**src/rtl/move_drain_if.sv**
```systemverilog
// Move-drain bus bundle: FIFO read side plus the outgoing move stream.
//   fifoOut   : FIFO read data (valid the cycle after rden)
//   fifoEmpty : FIFO empty flag
//   rden      : FIFO read request pulse
//   mv_data   : current move (invalid bit always 0)
//   mv_valid  : mv_data valid
//   mv_ready  : downstream accepts mv_data this cycle
// master = drain block, slave = FIFO/collector side.
interface move_drain_if #(
  parameter int WORD_W = 160,
  parameter int MOVE_W = 19
);
  logic [WORD_W-1:0] fifoOut;
  logic              fifoEmpty;
  logic              rden;
  logic [MOVE_W-1:0] mv_data;
  logic              mv_valid;
  logic              mv_ready;

  modport master (
    input  fifoOut, fifoEmpty, mv_ready,
    output rden, mv_data, mv_valid
  );

  modport slave (
    output fifoOut, fifoEmpty, mv_ready,
    input  rden, mv_data, mv_valid
  );
endinterface

```
**src/rtl/move_drain.sv**
```systemverilog
// move_drain: pops 160-bit move words from a square unit's FIFO, drops
// slots flagged invalid and streams survivors one per handshake, highest
// slot first. Raises done once the producer is finished and both the FIFO
// and the local word are drained.
//   clk, reset : clock, synchronous active-low reset
//   start      : begin a drain (honoured in IDLE or FIN only)
//   src_done   : producer will write no more words
//   mv_count   : moves accepted since start, saturating
//   done       : drain complete, held until next start/reset
//   bus        : FIFO read port and move stream (move_drain_if.master)
module move_drain #(
  parameter int SLOTS  = 8,
  parameter int MOVE_W = 19,
  parameter int WORD_W = 160,
  parameter int CNT_W  = 8
) (
  input  logic             clk,
  input  logic             reset,
  input  logic             start,
  input  logic             src_done,
  output logic [CNT_W-1:0] mv_count,
  output logic             done,
  move_drain_if.master     bus
);

  typedef enum logic [2:0] {IDLE, FILL, LOAD, UNPK, FIN} state_t;

  state_t state, state_nxt;

  logic [SLOTS-1:0][MOVE_W-1:0] word_q;
  logic [SLOTS-1:0][MOVE_W-1:0] in_slots;
  logic [SLOTS-1:0]             mask_q, mask_nxt, in_mask, top_oh;
  logic [MOVE_W-1:0]            top_slot;
  logic                         accept;

  assign in_slots = bus.fifoOut[SLOTS*MOVE_W-1:0];

  // A slot survives when its invalid flag (slot MSB) is clear.
  for (genvar k = 0; k < SLOTS; k++) begin : g_mask
    assign in_mask[k] = ~in_slots[k][MOVE_W-1];
  end

  // Highest surviving slot: ascending scan, last hit wins. Registers only,
  // so mv_data has no combinational path from the inputs.
  always_comb begin
    top_oh   = '0;
    top_slot = '0;
    for (int k = 0; k < SLOTS; k++) begin
      if (mask_q[k]) begin
        top_oh    = '0;
        top_oh[k] = 1'b1;
        top_slot  = word_q[k];
      end
    end
  end

  assign accept   = bus.mv_valid && bus.mv_ready;
  assign mask_nxt = accept ? (mask_q & ~top_oh) : mask_q;

  // State register
  always_ff @(posedge clk) begin
    if (!reset) state <= IDLE;
    else        state <= state_nxt;
  end

  // Next-state logic. Emptiness is tested before src_done so a word written
  // just before the producer finished is still collected.
  always_comb begin
    state_nxt = state;
    case (state)
      IDLE: if (start) state_nxt = FILL;
      FILL: begin
        if (!bus.fifoEmpty) state_nxt = LOAD;
        else if (src_done)  state_nxt = FIN;
      end
      LOAD: state_nxt = UNPK;
      UNPK: if (mask_nxt == '0) state_nxt = FILL;
      FIN:  if (start) state_nxt = FILL;
      default: state_nxt = IDLE;
    endcase
  end

  // Outputs. rden lives only in FILL, which always exits to LOAD after a
  // read, so it can never fire on back-to-back cycles.
  always_comb begin
    bus.rden     = 1'b0;
    bus.mv_valid = 1'b0;
    bus.mv_data  = '0;
    done         = 1'b0;
    case (state)
      FILL: bus.rden = !bus.fifoEmpty;
      UNPK: begin
        bus.mv_valid = |mask_q;
        if (|mask_q) bus.mv_data = {1'b0, top_slot[MOVE_W-2:0]};
      end
      FIN:  done = 1'b1;
      default: ;
    endcase
  end

  // Word/mask datapath and emitted-move counter
  always_ff @(posedge clk) begin
    if (!reset) begin
      word_q   <= '0;
      mask_q   <= '0;
      mv_count <= '0;
    end else begin
      if (state == LOAD) begin
        word_q <= in_slots;
        mask_q <= in_mask;
      end else if (state == UNPK) begin
        mask_q <= mask_nxt;
      end

      if ((state == IDLE || state == FIN) && start)
        mv_count <= '0;
      else if (accept && mv_count != {CNT_W{1'b1}})
        mv_count <= mv_count + 1'b1;
    end
  end

  // Padding bits and the (always clear) invalid bit of the selected slot
  // carry no information.
  logic unused_bits;
  assign unused_bits = ^{bus.fifoOut[WORD_W-1:SLOTS*MOVE_W], top_slot[MOVE_W-1]};

endmodule

```
**src/flat_wrapper.sv**
```systemverilog
// flat-port wrapper written by rule: the top's interface ports become plain ports
module move_drain_flat 
#(
  parameter int SLOTS  = 8,
  parameter int MOVE_W = 19,
  parameter int WORD_W = 160,
  parameter int CNT_W  = 8
)
  (clk, reset, start, src_done, mv_count, done, bus_fifoOut, bus_fifoEmpty, bus_mv_ready, bus_rden, bus_mv_data, bus_mv_valid);
  move_drain_if #(.WORD_W(WORD_W), .MOVE_W(MOVE_W)) bus_i ();
  input  logic clk;
  input  logic reset;
  input  logic start;
  input  logic src_done;
  output logic [CNT_W-1:0] mv_count;
  output logic done;
  input wire logic [$bits(bus_i.fifoOut)-1:0] bus_fifoOut;
  input wire logic [$bits(bus_i.fifoEmpty)-1:0] bus_fifoEmpty;
  input wire logic [$bits(bus_i.mv_ready)-1:0] bus_mv_ready;
  output wire logic [$bits(bus_i.rden)-1:0] bus_rden;
  output wire logic [$bits(bus_i.mv_data)-1:0] bus_mv_data;
  output wire logic [$bits(bus_i.mv_valid)-1:0] bus_mv_valid;
  assign bus_i.fifoOut = bus_fifoOut;
  assign bus_i.fifoEmpty = bus_fifoEmpty;
  assign bus_i.mv_ready = bus_mv_ready;
  assign bus_rden = bus_i.rden;
  assign bus_mv_data = bus_i.mv_data;
  assign bus_mv_valid = bus_i.mv_valid;
  move_drain #(.SLOTS(SLOTS), .MOVE_W(MOVE_W), .WORD_W(WORD_W), .CNT_W(CNT_W)) u_core (.clk(clk), .reset(reset), .start(start), .src_done(src_done), .mv_count(mv_count), .done(done), .bus(bus_i));
endmodule
```
**config.mk**
```make
export PLATFORM = sky130hd
export DESIGN_NAME = move_drain_flat
export DESIGN_NICKNAME = d
export VERILOG_FILES = /design/src/rtl/move_drain_if.sv /design/src/rtl/move_drain.sv /design/src/flat_wrapper.sv
export SDC_FILE = /design/constraint.sdc
export NUM_CORES = 1
export LEC_CHECK = 0
export CAP_MARGIN = 20
export CORE_UTILIZATION = 49
export CTS_BUF_LIST = sky130_fd_sc_hd__clkbuf_16
export CTS_CLUSTER_SIZE = 25
export DETAILED_ROUTE_END_ITERATION = 8
export PLACE_DENSITY = 0.85
export SLEW_MARGIN = 20
export SYNTH_ARGS = -nofsm -noshare
export SYNTH_HDL_FRONTEND = slang
export SYNTH_SLANG_ARGS = --single-unit
```
**constraint.sdc**
```tcl
create_clock -name clk -period 2.1 [get_ports clk]
set_input_delay 0.21 -clock clk [delete_from_list [all_inputs] [get_ports clk]]
set_output_delay 0.21 -clock clk [all_outputs]
set_load 0.01 [all_outputs]
```
# == Word level (Yosys, flattened, before mapping) ==
# Cells that the tools add are included.
# classes
eq_ne,8
mux,29
add_sub_neg,1
n_bitwise,11
n_reduce_logical,12
# op_table
op,n
18-bit two-way mux,9
8-bit two-way mux,4
19-bit two-way mux,1
3-bit two-way mux,5
3-bit one-hot mux with 4 select lines,1
1-bit NOT,9
"8-bit by 1-bit adder with 8-bit output, second input constant",1
8-bit AND,1
8-bit zero test,1
"8-bit inequality test, second input constant",1
8-bit NOT,1
8-bit OR reduction,1
7-bit two-way mux,1
"3-bit by 2-bit == test with 1-bit output, second input constant",2
6-bit two-way mux,1
5-bit two-way mux,1
1-bit two-way mux,4
4-bit two-way mux,1
"2-bit by 1-bit inequality test with 1-bit output, second input constant",2
2-bit OR reduction,2
"3-bit by 1-bit == test with 1-bit output, second input constant",1
"3-bit == test, second input constant",1
1-bit logical AND,3
3-bit zero test,1
6 further kinds,6
# totals
elab_cells,72
output_inout_bits,30
input_bits,166
regBits,163

# == Logic depth before layout (Yosys ltp) ==
# Gate-level depths: netlist of the first run.
# depth
ltp_word,14
depth_mapped,9
ltp_nobuf,6

# == Least setup slack after synthesis of the first run ==
# OpenSTA, ideal clock, no wires.
# synth_timing
path_type,register to output
start,register u_core.mask_q[5]
end,output port bus_mv_data[10]
t_required_ns,1.890
setup_slack_ns,0.194
n_path_buf,3
arrival_time_ns,1.696
path_stages_with_launch,8
cell_sequence,dfxtp_1 > clkbuf_2 > or3_4 > nor4_4 > nand4bb_1 > buf_4 > buf_6 > nor3_1
# synth_via
elab_chain_cells,5
word_cells_on_any_way,6
# synth_lines
item,line_no,rtl
from (decl),move_drain.sv:32,"logic [SLOTS-1:0] mask_q, mask_nxt, in_mask, top_oh;"
from (signal assigned),move_drain.sv:110,mask_q <= in_mask;
from (signal assigned),move_drain.sv:112,mask_q <= mask_nxt;
18-bit two-way mux (3 in a row),move_drain.sv:49,if (mask_q[k]) begin
18-bit two-way mux *,move_drain.sv:94,"if (|mask_q) bus.mv_data = {1'b0, top_slot[MOVE_W-2:0]};"
19-bit two-way mux *,move_drain.sv:90,case (state)
to (decl),flat_wrapper.sv:21,output wire logic [$bits(bus_i.mv_data)-1:0] bus_mv_data;
# Mark *: on every way between the ends. The rest lies on a longest branch, timed or not.

# == Worst setup path in the final report of the first run ==
# layout_timing
start,register u_core.mask_q[2]
end,output port bus_mv_data[14]
# layout_via
elab_chain_cells,8
word_cells_on_any_way,9
# layout_lines
item,line_no
18-bit two-way mux (6 in a row),move_drain.sv:49
18-bit two-way mux *,move_drain.sv:94
19-bit two-way mux *,move_drain.sv:90
# Marks and branches as above.

==> run_results.csv, run 1 <==
group,metric,value,unit
floorplanning,io_pins,196,
global_route,grt_most_used_layer,"met2",
outcome,status,"complete, but fails checks",
cts,clock_sinks,163,
synth,netlist.area_leader.share,43.5,%
floorplanning,rows,44,
floorplanning,die_x,126,um
power_and_ir_drop,internal_power,7.63,mW
timing,finalWorstSetupSlack,-0.371,ns
synth,yosysWarnings,0,
synth,synth-main-ff-cell,"dfxtp_1",
critical_path,path_max_fanout,5,
cts,cts_buffers,17,
routing,drt_first_pass_iters,6,
power_and_ir_drop,p_sw,4.30,mW
synth,synth.distinct_cells,48,
cts,path_clk_slew,0.06,ns
routing,drc,0,
routing,vias,7842,
power_and_ir_drop,power_frac_comb,37.9,%
power_and_ir_drop,ir_worst_vdd,0.000793,V
timing,rsz0062_at_grt,"yes",
global_route,grt_pass1_wl,40500,um
layout,finalNetCount,1295,
critical_path,criticalPathCategory,"reg -> out",
timing,worst_pin_slew,0.576,ns
layout,drive_gt1_share,16.5,%
critical_path,crit_path_end_kind,"primary output",
floorplanning,start_util,50.9,%
layout,stdcell_area,0.0111,sq mm
placed_design,numPortBuffers,186,
synth,synth_edf_count,0,
synth,async_reset_ff_share,0,%
cts,ctsHtreeMaxLevel,4,
timing,setup_viol,19,
timing,min_period_over_period,118,%
placed_design,place_hpwl,16400,um
timing,final_max_slew_viol_count,0,
routing,vias_per_cell,5.92,
cts,clockBufferDepth,2,
floorplanning,die-area,0.0158,sq mm
cts,cts_tree,"done",
global_route,grt.met3_usage,7.31,%
routing,antenna_violating_nets_post_route,0,
synth,syn_avg_cell_area,7.86,sq um
synth,syn-num-nets,1122,
placed_design,pre_cts_slack,-0.475,ns
synth,yosysSeqAreaShare,43.5,%
placed_design,post_dp_cell_area,0.00969,sq mm
synth,synthTopCellsByArea,"dfxtp_1, nand2_1, a21boi_0",
layout,syn2layout_area_growth,48.6,%
synth,synth_cells,955,
placed_design,place_congestion,0.957,
synth,ys_ff_latch,163,
floorplanning,coreArea,0.0148,sq mm
critical_path,crit_arrival,2.26,ns
power_and_ir_drop,power_density,1070,mW/mm^2
global_route,grt_max_degree,88,
critical_path,crit_path_start_kind,"flop",
synth,syn_area,0.00750,sq mm
synth,yosysTopAreaCell,"dfxtp_1",
outcome,violations,"setup timing",
global_route,grt.total_usage,33.1,%
critical_path,required,1.89,ns
floorplanning,dieHeight,126,um
cts,clock_tree.root_cell,"clkbuf_16",
min_path,hold_path.class,"in -> reg",
global_route,grt_antenna_before_repair,0,
global_route,grt_pass1_vias,7655,
timing,skew,0.00745,ns
power_and_ir_drop,netSwitchingFraction,36.0,%
cts,insertion_delay,0.43,ns
global_route,met1_usage,39.8,%
global_route,grtUsageMet2,53.1,%
timing,hold_viol_final,0,
timing,max_slew_margin,61.6,%
routing,drt_iter0_markers,797,
routing,finalWirelength,26700,um
timing,fin_crit,2.47,ns
layout,nFillCells,961,
global_route,overflow,0,
power_and_ir_drop,pwr-share-seq,33.6,%
routing,wire_per_inst,20.2,um
layout,num_antenna_cells,0,
timing,fmax,405,MHz
job,cap_violations,0,
cts,hold_buffers,0,
power_and_ir_drop,power_leakage,3.88,nW
power_and_ir_drop,power_frac_clock,28.5,%
-- cells in the mapped netlist (7+ instances only) --
| library cell | instances |
|---|---|
| a21boi_0 | 135 |
| o21ai_0 | 7 |
| a221oi_1 | 36 |
| nor2b_1 | 20 |
| a21oi_1 | 44 |
| nor3_1 | 19 |
| clkbuf_1 | 54 |
| nand2_1 | 294 |
| buf_2 | 25 |
| a21boi_1 | 11 |
| xnor2_1 | 7 |
| dfxtp_1 | 163 |
| o31ai_1 | 19 |
| o22ai_1 | 20 |
| inv_1 | 22 |
| nor2_1 | 18 |
-- worst max-delay path, stage by stage, from the launching register on --
cell and delay [ns]:
dfxtp_4 0.36, or2_4 0.32, buf_16 0.17, a221oi_4 0.30, o31ai_4 0.13, a221oi_2 0.33
nor3_2 0.08, buf_2 0.15
-- repair_timing --
| action | 4_1_cts | 5_1_grt |
|---|---|---|
| pin swaps | 39 | 29 |
| buffers inserted | 7 | 5 |
| endpoints found under the setup margin | 20 | 20 |
| resized for setup | 182 | 26 |
| gates cloned | 3 | 1 |
-- cell usage in the layout, fill, tap and decap left out, drive strengths merged, types with 3 or more instances in the layout --
master / synthesis / routed
nand2: 294 / 294
clkdlybuf4s50: 0 / 166
dfxtp: 163 / 163
a21boi: 146 / 146
buf: 30 / 74
a21oi: 44 / 44
a221oi: 36 / 36
inv: 22 / 26
nor2b: 20 / 20
o22ai: 20 / 20
nor2: 19 / 19
nor3: 19 / 19
o31ai: 19 / 19
clkbuf: 57 / 18
xnor2: 7 / 7
o21ai: 7 / 7
and2: 6 / 6
nand3: 6 / 6
bufinv: 0 / 5
clkinv: 1 / 5
nand2b: 4 / 4
nor4: 4 / 4
or2: 3 / 3
or3: 3 / 3
-- final cells by class --
class,instances,area [sq um],share of cell area (%)
inverters,23,88.8,0.797
well taps,184,230,2.07
clock buffers,17,425,3.82
clock inverters,15,214,1.92
multi-input cells,682,4460,40.0
repair buffers,241,2450,22.0
flip-flops and latches,163,3270,29.3
-- cell families (layout without fill, tap and decap cells) --
kind of cell	after synthesis	after routing	share of synthesized area, %
flops	163	163	43.5
xor+xnor	7	7	0.817
fa+ha+maj	1	1	0.167
simple gates	387	387	22.0
buf+inv	110	296	6.17
other cells	1	1	0.0500
compound gates	285	285	27.2
mux	1	1	0.133
-- sequential cells by signal, indices dropped and copies added (netlist names) --
signal           flops
u_core.mask_q        8
u_core.mv_count      8
u_core.state         3
u_core.word_q      144
-- path summary, 6_finish.rpt --
kind	end	start	slack, ns	depth (start not counted)
setup / recovery	bus_mv_data[14]	u_core.mask_q[2]	-0.37	7
hold reg to reg	u_core.word_q[99]	u_core.word_q[99]	0.46	2
hold / removal	u_core.word_q[90]	reset	0.31	2
setup reg to reg	u_core.mask_q[5]	u_core.mask_q[1]	0.03	9
-- power by group through the flow --
| stage | combinational [mW] | sequential, mW | clock (mW) |
|---|---|---|---|
| detailed placement | 3.40 | 3.94 | 0 |
| CTS | 4.15 | 3.95 | 3.39 |
| global route | 4.81 | 4.03 | 3.55 |
| floorplan | 2.13 | 3.82 | 0 |
| finish | 4.52 | 4.01 | 3.39 |
| global placement | 3.33 | 3.94 | 0 |
-- layer usage --
layer / vias to the layer above / wire (um) / share of wire [%]
met3: 134 / 2040 / 7.6
met1: 3661 / 10400 / 39
met2: 444 / 12400 / 46
met5: - / 0 / 0
met4: 0 / 1870 / 7.0
li1: 3603 / - / -
-- stage by stage --
stage | setup TNS [ns] | power [mW] | hold WS (ns) | cells | util, %
floorplan | 0 | 5.95 | 0.345 | 955 | -
global placement | -5.10 | 7.27 | 0.442 | 1282 | 65.7
detailed placement | -5.81 | 7.34 | 0.451 | 1282 | 65.7
CTS | -5.26 | 11.5 | 0.307 | 1323 | 74.5
global route | -6.25 | 12.4 | 0.335 | 1325 | 75.6
finish | -5.24 | 11.9 | 0.313 | 1325 | 75.6
Note: power is estimated with default switching activity, not from simulation.
==> run 2, diff against run 1 <==
- SETUP_SLACK_MARGIN: default -> 0.02
- SLEW_MARGIN: 20 -> 10
==> run 2 against run 1 <==
Net effect: the flow still finishes with violations (setup timing); final cell count hardly changed; non-clock buffer count is 1 lower; flip-flop and latch count stayed put; fmax is 0.87% lower; largest cell class unchanged.
==> run_results.csv, run 2 (synthesis results as in run 1) <==
group,metric,value,unit
power_and_ir_drop,power_density,1060,mW/mm^2
global_route,grt_max_degree,88,
timing,setup_viol,19,
routing,wire_per_inst,19.5,um
global_route,grt.total_usage,32.8,%
global_route,overflow,0,
timing,finalSetupTns,-5.09,ns
routing,drc,0,
routing,routed-wl-met3,1880,um
cts,clockBufferDepth,2,
timing,min_period_over_period,119,%
critical_path,rr_worst_depth,8,
floorplanning,io_pins,196,
critical_path,criticalPathCategory,"reg -> out",
global_route,grt_pass1_wl,40200,um
timing,rsz0062_at_grt,"yes",
layout,regMostFlops,"u_core.word_q",
min_path,hold_path_end,"u_core.word_q[90]",
timing,final_max_slew_viol_count,0,
global_route,grt_pass1_vias,7616,
critical_path,crit_path_top_delay_cell,"dfxtp_4",
critical_path,crit_path_start_kind,"flop",
job,cap_violations,0,
placed_design,numPortBuffers,186,
placed_design,pre_cts_slack,-0.475,ns
routing,finalWirelength,25900,um
timing,fin_crit,2.49,ns
layout,layout_common_cells,"nand2_1, clkdlybuf4s50_1, dfxtp_1",
layout,layout_commonest_cell,"nand2_1",
power_and_ir_drop,ir_worst_vdd,0.000768,V
timing,finalWorstSetupSlack,-0.393,ns
floorplanning,coreArea,0.0148,sq mm
cts,hold_buffers,0,
routing,drt-met1-wl,10300,um
min_path,whs_path_depth,2,
critical_path,crit_arrival,2.28,ns
layout,num_antenna_cells,0,
cts,path_clk_slew,0.06,ns
critical_path,path_max_fanout,6,
timing,skew,0.00831,ns
floorplanning,die-area,0.0158,sq mm
layout,drive_gt1_share,16.3,%
min_path,hold_path.class,"in -> reg",
outcome,status,"complete, but fails checks",
power_and_ir_drop,power.total,11.8,mW
layout,finalNetCount,1294,
timing,worst_pin_slew,0.585,ns
cts,ctsHtreeMaxLevel,4,
min_path,worstHoldStart,"reset",
timing,fmax,401,MHz
critical_path,r2r_end,"u_core.mask_q[5]",
placed_design,place_congestion,0.957,
floorplanning,rows,44,
placed_design,place_hpwl,16400,um
floorplanning,start_util,50.9,%
routing,met2_length,12200,um
outcome,violations,"setup timing",
routing,vias_per_cell,5.86,
routing,drt_first_pass_iters,5,
timing,max_slew_margin,61.0,%
cts,clock_tree.root_cell,"clkbuf_16",
cts,insertion_delay,0.43,ns
layout,largestRegisters,"u_core.word_q: 144 flops, u_core.mask_q: 8 flops, u_core.mv_count: 8 flops",
routing,top_layer_used,"met4",
routing,antenna_violating_nets_post_route,0,
cts,cts_buffers,17,
routing,drt_iter0_markers,753,
cts,cts_tree,"done",
critical_path,r2r_start,"u_core.mask_q[2]",
critical_path,path_cells,"or2_4, buf_12, a221oi_4, o31ai_4, a221oi_2, nor3_2, buf_2",
cts,clock_sinks,163,
timing,hold_viol_final,0,
power_and_ir_drop,power_leakage,3.87,nW
critical_path,r2r_slack,0.18,ns
layout,largest_reg_flops,144,
global_route,grt_antenna_before_repair,0,
critical_path,required,1.89,ns
layout,syn2layout_area_growth,47.7,%
routing,vias,7761,
floorplanning,die_x,126,um
critical_path,cpPeakStageDelay,0.36,ns
critical_path,crit_path_end_kind,"primary output",
floorplanning,dieHeight,126,um
run 2: cell types whose count changed in the layout (fill, tap and decap cells not counted), sizes merged:
| cell | delta |
|---|---|
| buf | -1 |
run 2: worst max path at each step:
stage | startpoint | endpoint | slack (ns) | cells past startpoint
after floorplan | u_core.mask_q[5] | bus_mv_data[10] | 0.19 | 7
after global placement | u_core.mask_q[2] | bus_mv_data[14] | -0.48 | 7
after detailed placement | u_core.mask_q[2] | bus_mv_data[12] | -0.47 | 7
after CTS | u_core.mask_q[1] | bus_mv_data[17] | -0.30 | 8
after global routing | u_core.mask_q[2] | bus_mv_data[15] | -0.44 | 7
final | u_core.mask_q[2] | bus_mv_data[15] | -0.39 | 7
run 2: per-layer routing:
| metal | GRT usage (%) | up-vias |
|---|---|---|
| met1 | 39.7 | 3650 |
| li1 | - | 3600 |
| met4 | 21.4 | 0 |
| met3 | 7.43 | 104 |
| met5 | 0 | - |
| met2 | 52.6 | 407 |
run 2: repair_timing:
| item | 4_1_cts | 5_1_grt |
|---|---|---|
| gates cloned | 3 | 1 |
| gates resized for setup | 178 | 27 |
| setup endpoints to repair | 20 | 21 |
| pin swaps | 39 | 29 |
| buffers inserted | 8 | 3 |
run 2: layout make-up:
| cell class | instances | area [sq um] |
|---|---|---|
| clock inverter | 15 | 214 |
| tap | 184 | 230 |
| fill | 997 | 3670 |
| multi-input combinational | 682 | 4420 |
| timing repair buffer | 240 | 2430 |
| inverter | 23 | 88.8 |
| clock buffer | 17 | 425 |
| sequential | 163 | 3280 |
run 2: worst max-delay path, delay by kind of cell, from the launching register on:
kind / cells / cell delay (ns)
AO/OA/AOI/OAI: 3 / 0.77
AND/OR/NAND/NOR: 2 / 0.40
buffers and inverters: 2 / 0.31
flip-flops: 1 / 0.36
run 2: stage by stage:
step	hold WS (ns)	area [sq um]	util, %	std cells
finish	0.313	11100	75.1	1324
global route	0.337	11100	75.1	1324
CTS	0.307	11000	74.3	1324
detailed placement	0.451	9690	65.7	1282
global placement	0.442	9690	65.7	1282
floorplan	0.345	7500	-	955
run 2: report_power, final:
part / switching, mW / internal (mW) / total, mW
clock network: 1.29 / 2.10 / 3.39
logic: 2.52 / 1.89 / 4.40
registers: 0.406 / 3.59 / 3.99
